[config.mk]
export PLATFORM = sky130hd
export DESIGN_NAME = snake_input_conditioner_flat
export DESIGN_NICKNAME = d
export VERILOG_FILES = /design/src/rtl/snake_input_conditioner_pkg.sv /design/src/rtl/snake_input_conditioner_if.sv /design/src/rtl/snake_input_conditioner_button_debouncer.sv /design/src/rtl/snake_input_conditioner.sv /design/src/flat_wrapper.sv
export SDC_FILE = /design/constraint.sdc
export NUM_CORES = 1
export LEC_CHECK = 0
export BUFFER_PORTS_ARGS = -buffer_cell sky130_fd_sc_hd__clkbuf_2
export CELL_PAD_IN_SITES_DETAIL_PLACEMENT = 1
export CELL_PAD_IN_SITES_GLOBAL_PLACEMENT = 2
export CORE_MARGIN = 2
export CORE_UTILIZATION = 44
export CTS_CLUSTER_SIZE = 14
export DETAILED_ROUTE_END_ITERATION = 12
export PLACE_DENSITY_LB_ADDON = 0.12
export SYNTH_ARGS = -nofsm -noshare
export SYNTH_HDL_FRONTEND = slang
export SYNTH_SLANG_ARGS = --single-unit
[constraint.sdc]
create_clock -name CLK100MHZ -period 8.7 [get_ports CLK100MHZ]
set_input_delay 2.175 -clock CLK100MHZ [delete_from_list [all_inputs] [get_ports CLK100MHZ]]
set_output_delay 2.175 -clock CLK100MHZ [all_outputs]
set_load 0.03 [all_outputs]
[src/rtl/snake_input_conditioner_pkg.sv]
// Shared encodings for the snake game: headings, control states and turn codes.
// The game core imports this package as well.
package snake_pkg;

  localparam int unsigned BTN_W  = 3;
  localparam int unsigned DIR_W  = 2;
  localparam int unsigned QCNT_W = 2;

  typedef enum logic [DIR_W-1:0] {
    DIR_RIGHT = 2'd0,
    DIR_UP    = 2'd1,
    DIR_LEFT  = 2'd2,
    DIR_DOWN  = 2'd3
  } dir_t;

  typedef enum logic [1:0] {
    IDLE  = 2'd0,
    RUN   = 2'd1,
    PAUSE = 2'd2
  } ctrl_state_t;

  localparam logic TURN_L = 1'b0;
  localparam logic TURN_R = 1'b1;

endpackage

[src/rtl/snake_input_conditioner_if.sv]
// Button/control bundle between the board-side driver and the input conditioner.
interface snake_input_conditioner_if;
  import snake_pkg::*;

  logic [BTN_W-1:0]  btn;
  logic              step;
  logic              game_over;
  logic [DIR_W-1:0]  dir;
  logic              run;
  logic              start_pulse;
  logic [BTN_W-1:0]  btn_db;
  logic [QCNT_W-1:0] q_count;

  modport master (
    output btn, step, game_over,
    input  dir, run, start_pulse, btn_db, q_count
  );

  modport slave (
    input  btn, step, game_over,
    output dir, run, start_pulse, btn_db, q_count
  );
endinterface

[src/rtl/snake_input_conditioner_button_debouncer.sv]
// One button: 2-flop synchronizer followed by a stability counter that
// only lets the debounced level follow after DEBOUNCE_CYCLES differing cycles.
module button_debouncer #(
  parameter int unsigned DEBOUNCE_CYCLES = 1_000_000
) (
  input  logic clk,
  input  logic rst,
  input  logic btn_raw,
  output logic btn_db
);
  localparam int unsigned CNT_W = $clog2(DEBOUNCE_CYCLES);

  logic             sync1;
  logic             sync2;
  logic [CNT_W-1:0] cnt;

  always_ff @(posedge clk or posedge rst) begin
    if (rst) begin
      sync1 <= 1'b0;
      sync2 <= 1'b0;
    end else begin
      sync1 <= btn_raw;
      sync2 <= sync1;
    end
  end

  // Counter only runs while the synchronized input disagrees with the level.
  always_ff @(posedge clk or posedge rst) begin
    if (rst) begin
      cnt    <= '0;
      btn_db <= 1'b0;
    end else if (sync2 == btn_db) begin
      cnt <= '0;
    end else if (cnt == CNT_W'(DEBOUNCE_CYCLES - 1)) begin
      btn_db <= sync2;
      cnt    <= '0;
    end else begin
      cnt <= cnt + CNT_W'(1);
    end
  end

endmodule

[src/rtl/snake_input_conditioner.sv]
// Debounces {R,L,U}, runs the IDLE/RUN/PAUSE control FSM and buffers relative
// turns in a 2-deep FIFO that is drained one entry per game step.
module snake_input_conditioner
  import snake_pkg::*;
#(
  parameter int unsigned DEBOUNCE_CYCLES = 1_000_000
) (
  input  logic                      CLK100MHZ,
  input  logic                      reset,
  snake_input_conditioner_if.slave  sic
);
  localparam logic [1:0] ST_IDLE  = 2'(IDLE);
  localparam logic [1:0] ST_RUN   = 2'(RUN);
  localparam logic [1:0] ST_PAUSE = 2'(PAUSE);

  logic [BTN_W-1:0]  db;
  logic [BTN_W-1:0]  db_d;
  logic [BTN_W-1:0]  press;

  logic [1:0]        state_q, state_n;
  logic [DIR_W-1:0]  dir_q, dir_n;
  logic [1:0]        q_q, q_n;
  logic [QCNT_W-1:0] cnt_q, cnt_n;
  logic              start_q, start_n;
  logic              run_q;
  logic              pop, push, new_turn;

  for (genvar i = 0; i < BTN_W; i++) begin : g_db
    button_debouncer #(.DEBOUNCE_CYCLES(DEBOUNCE_CYCLES)) u_db (
      .clk     (CLK100MHZ),
      .rst     (reset),
      .btn_raw (sic.btn[i]),
      .btn_db  (db[i])
    );
  end

  assign press = db & ~db_d;

  always_ff @(posedge CLK100MHZ or posedge reset) begin
    if (reset) begin
      state_q <= ST_IDLE;
      dir_q   <= DIR_W'(DIR_RIGHT);
      q_q     <= '0;
      cnt_q   <= '0;
      start_q <= 1'b0;
      run_q   <= 1'b0;
      db_d    <= '0;
    end else begin
      state_q <= state_n;
      dir_q   <= dir_n;
      q_q     <= q_n;
      cnt_q   <= cnt_n;
      start_q <= start_n;
      run_q   <= (state_n == ST_RUN);
      db_d    <= db;
    end
  end

  // q_n[0] is the FIFO head; a simultaneous L+R press cancels out.
  always_comb begin
    state_n  = state_q;
    dir_n    = dir_q;
    q_n      = q_q;
    cnt_n    = cnt_q;
    start_n  = 1'b0;
    pop      = 1'b0;
    push     = 1'b0;
    new_turn = press[2] ? TURN_R : TURN_L;
    case (state_q)
      ST_IDLE: begin
        if (press[0]) begin
          state_n = ST_RUN;
          start_n = 1'b1;
          dir_n   = DIR_W'(DIR_RIGHT);
          cnt_n   = '0;
        end
      end
      ST_RUN: begin
        if (sic.game_over) begin
          state_n = ST_IDLE;
          cnt_n   = '0;
        end else begin
          if (press[0]) state_n = ST_PAUSE;
          pop  = sic.step && (cnt_q != '0);
          push = press[1] ^ press[2];
          if (pop) dir_n = (q_q[0] == TURN_L) ? dir_q + DIR_W'(1) : dir_q - DIR_W'(1);
          case ({pop, push})
            2'b11: begin
              if (cnt_q == QCNT_W'(2)) begin
                q_n[0] = q_q[1];
                q_n[1] = new_turn;
              end else begin
                q_n[0] = new_turn;
              end
            end
            2'b10: begin
              q_n[0] = q_q[1];
              cnt_n  = cnt_q - QCNT_W'(1);
            end
            2'b01: begin
              if (cnt_q == QCNT_W'(0)) begin
                q_n[0] = new_turn;
                cnt_n  = QCNT_W'(1);
              end else if (cnt_q == QCNT_W'(1)) begin
                q_n[1] = new_turn;
                cnt_n  = QCNT_W'(2);
              end
            end
            default: ;
          endcase
        end
      end
      ST_PAUSE: begin
        if (press[0]) state_n = ST_RUN;
      end
      default: state_n = ST_IDLE;
    endcase
  end

  assign sic.dir         = dir_q;
  assign sic.run         = run_q;
  assign sic.start_pulse = start_q;
  assign sic.btn_db      = db;
  assign sic.q_count     = cnt_q;

endmodule

[src/flat_wrapper.sv]
// flat-port wrapper written by rule: the top's interface ports become plain ports
module snake_input_conditioner_flat import snake_pkg::*;
#(
  parameter int unsigned DEBOUNCE_CYCLES = 1_000_000
)
  (CLK100MHZ, reset, sic_btn, sic_step, sic_game_over, sic_dir, sic_run, sic_start_pulse, sic_btn_db, sic_q_count);
  snake_input_conditioner_if sic_i ();
  input  logic CLK100MHZ;
  input  logic reset;
  input wire logic [$bits(sic_i.btn)-1:0] sic_btn;
  input wire logic [$bits(sic_i.step)-1:0] sic_step;
  input wire logic [$bits(sic_i.game_over)-1:0] sic_game_over;
  output wire logic [$bits(sic_i.dir)-1:0] sic_dir;
  output wire logic [$bits(sic_i.run)-1:0] sic_run;
  output wire logic [$bits(sic_i.start_pulse)-1:0] sic_start_pulse;
  output wire logic [$bits(sic_i.btn_db)-1:0] sic_btn_db;
  output wire logic [$bits(sic_i.q_count)-1:0] sic_q_count;
  assign sic_i.btn = sic_btn;
  assign sic_i.step = sic_step;
  assign sic_i.game_over = sic_game_over;
  assign sic_dir = sic_i.dir;
  assign sic_run = sic_i.run;
  assign sic_start_pulse = sic_i.start_pulse;
  assign sic_btn_db = sic_i.btn_db;
  assign sic_q_count = sic_i.q_count;
  snake_input_conditioner #(.DEBOUNCE_CYCLES(DEBOUNCE_CYCLES)) u_core (.CLK100MHZ(CLK100MHZ), .reset(reset), .sic(sic_i));
endmodule
==> metrics <==
Synth area leader=dfrtp_1; RR Startpoint=u_core.g_db[2].u_db.cnt[16]$_DFF_PP0_; critical path peak fanout=4; layout cell share with drive strength beyond 1=between 10% and 20%; fin crit share=37.35%; clock buffer depth=2; Final Slew Violations=0; Slew headroom=31.49%; cell leakage power=1.889 nW; Synth Instances=403; Overflow after GRT=0; first-pass GRT wire length=approximately 15 mm; Total GRT Usage=between 10% and 20%; Cells after DPL=522; Clock Skew=12.90 ps; area post-placement=4273 sq um; crit-path max cell delay=390 ps; R2R cell count=5; Clock Pin Slew Worst Setup and Hold Paths=90 ps; htree depth=3; io pins=16; vias in the first global route=3126; CTS Root Buffer Type=clkbuf_8; status=completed; register area share after synthesis=50.25%; Final HPWL DP=5.867 mm; total CTS buffers=9; clock sinks=roughly 80; Hold Slack=380.3 ps; Sum Neg Setup Slack=0 ps; Die Y=100.3 microns; Setup-failing EPs final=0; Critical Path RT=8940 ps; Post-CTS Setup Bufs=0; slew of the pin with the lowest slew margin=1028 ps; 1st-pass router iterations=4; pre-CTS WS=5067 ps; synthesis-stage register bit count=82; Synth Area per Inst=between 10 and 15 sq um; CTS tree=yes; Worst R2R Setup Slack=6340 ps; PostCTS Resize Cnt=0; crit path from=sic_step; CP Cell Sequence=clkbuf_2 -> nand2_1 -> ha_1 -> nand2b_1 -> o22ai_1 -> a311o_1 -> mux2_2; Die ar.=roughly 10000 sq um; syn nets=421; Die Wd=100.3 microns; DR vias=3016; initial antenna violation count=0; largest net degree at the start of global routing=83; critical path class=input pin to register; ys async rst share=100.0%; worst setup path endpoint=u_core.sic.q_count[0]$_DFFE_PP0P_; cts hold-fix bufs=0; Max VDD drop=0.09280 mV; CP arrival=3490 ps; Starting Density=between 40% and 50%; top_reg_cell synth=dfrtp_1; WL final=8.479 mm; crit path max-delay cell type=a311o_1; Post-synth top cells=dfrtp_1 (82), nor2_1 (52), xnor2_1 (28), nand3_1 (24), nand2_1 (21); Final Worst Setup Slack=around 5500 ps; Layout area overhead=9.773%; # fillers=approximately 1000; fin cells=between 500 and 600; initial drt markers=129; RR Endpoint=u_core.g_db[2].u_db.cnt[9]$_DFF_PP0_; hold violation total from the final report=0; Synth warnings=0; fmax=0.3077 GHz; clock insertion delay at the later pin of the skew report=350 ps; Crit path depth=7; DRC=0; Routability Congestion=0.8333; CP endpoint kind=register; Rows=35; Ant. Diodes=0; Top delay family on crit path=compound AO/OA/AOI/OAI gates; Mapped Area=4084 sq um; Post-DRT Antenna Nets=0; most frequent cell after synthesis=dfrtp_1; RSZ-0062 raised after global routing=no; crit path time final=3250 ps; CP Buf/Inv Count=1; I/O Buffers=15; Yosys cell types=47; Startpoint Class=input pin; Synth top area share=50.25%; Core Box Area=9109 sq um; maxcap violations=0; number of synthesized flops with an enable pin=0; WL/cell=15.76 microns; Net count, final=440; fin area=between 4000 and 5000 sq um; Area contributors post-synth=dfrtp_1 (50%), xnor2_1 (6.0%), nor2_1 (4.8%); Power per Cell Area=158.9 nW/um^2; hold crit path type=register to register; vias per cell=5.606
-- flip-flops by register name, indices dropped and copies added (netlist names) --
name	count
u_core.sic.run	1
u_core.g_db.u_db.cnt	60
u_core.sic.start_pulse	1
u_core.g_db.u_db.btn_db	3
u_core.sic.q_count	2
u_core.db_d	3
u_core.g_db.u_db.sync2	3
u_core.sic.dir	2
u_core.g_db.u_db.sync1	3
u_core.state_q	2
u_core.q_q	2
-- layer usage --
layer	global-route usage, %	up-vias	share of wire [%]
li1	-	1449	-
met1	26.27	1529	49
met2	30.15	28	48
met3	2.994	10	1.7
met4	6.217	0	1.2
met5	0	-	0
-- cell families (layout without fill, tap and decap cells) --
kind of cell	count (synthesis)	count (layout)	share of synthesized area (%)
and+or+nand+nor	184	184	24.27
DFF	82	82	50.25
xor gates and xnor gates	45	45	9.651
AOI/OAI and AO/OA	44	44	6.649
buffers and inverters	26	50	2.910
adders and majority gates	11	11	3.370
muxes	11	11	2.911
-- power breakdown --
part           leakage [nW]  switching, mW  internal, mW
clock network         0.107          0.138         0.162
logic                 0.657         0.0166       0.00621
registers              1.12        0.00453         0.386
-- worst reg2reg max path: cells and delay by family (launching register included) --
family	cells	cell delay, ps
and+or+nand+nor	3	900
AOI/OAI and AO/OA	1	610
DFF	1	420
buffers and inverters	1	320
-- layout make-up --
type                       count  area, sq um  area share [%]
sequential                    82         2052           45.77
multi-input combinational    295         1923           42.90
tap                          111        138.9           3.098
clock buffer                  11        131.4           2.931
timing repair buffer          18        97.59           2.177
clock inverter                 5        78.83           1.758
inverter                      16        61.31           1.368
-- cells in the final DEF (no fill, tap or decap), drive strengths merged, types with 12 or more instances in the layout --
| master | instances |
|---|---|
| inv | 15 |
| nand4 | 16 |
| nand2 | 21 |
| nor3 | 12 |
| nand3 | 24 |
| clkbuf | 26 |
| xor2 | 17 |
| o21ai | 15 |
| a21oi | 16 |
| xnor2 | 28 |
| nor2 | 52 |
| dfrtp | 82 |
-- how the worst min path moves through the flow --
stage	start	endpoint	depth (start not counted)	slack (ps)
2_1_floorplan	u_core.g_db[0].u_db.sync1$_DFF_PP0_	u_core.g_db[0].u_db.sync2$_DFF_PP0_	0	330
3_3_place_gp	u_core.g_db[0].u_db.sync1$_DFF_PP0_	u_core.g_db[0].u_db.sync2$_DFF_PP0_	0	370
3_5_place_dp	u_core.g_db[0].u_db.sync1$_DFF_PP0_	u_core.g_db[0].u_db.sync2$_DFF_PP0_	0	360
4_1_cts	u_core.g_db[0].u_db.sync1$_DFF_PP0_	u_core.g_db[0].u_db.sync2$_DFF_PP0_	0	380
5_1_grt	u_core.g_db[0].u_db.sync1$_DFF_PP0_	u_core.g_db[0].u_db.sync2$_DFF_PP0_	0	390
6_report	u_core.g_db[0].u_db.sync1$_DFF_PP0_	u_core.g_db[0].u_db.sync2$_DFF_PP0_	0	380
-- stage by stage --
stage | total power, mW | utilization (%)
after global placement | 0.4205 | 46.91
after detailed placement | 0.4219 | 46.91
after floorplan | 0.4130 | -
final | 0.7124 | 49.22
after global routing | 0.7466 | 49.22
after CTS | 0.7240 | 49.22
(Power assumes the default switching activity.)
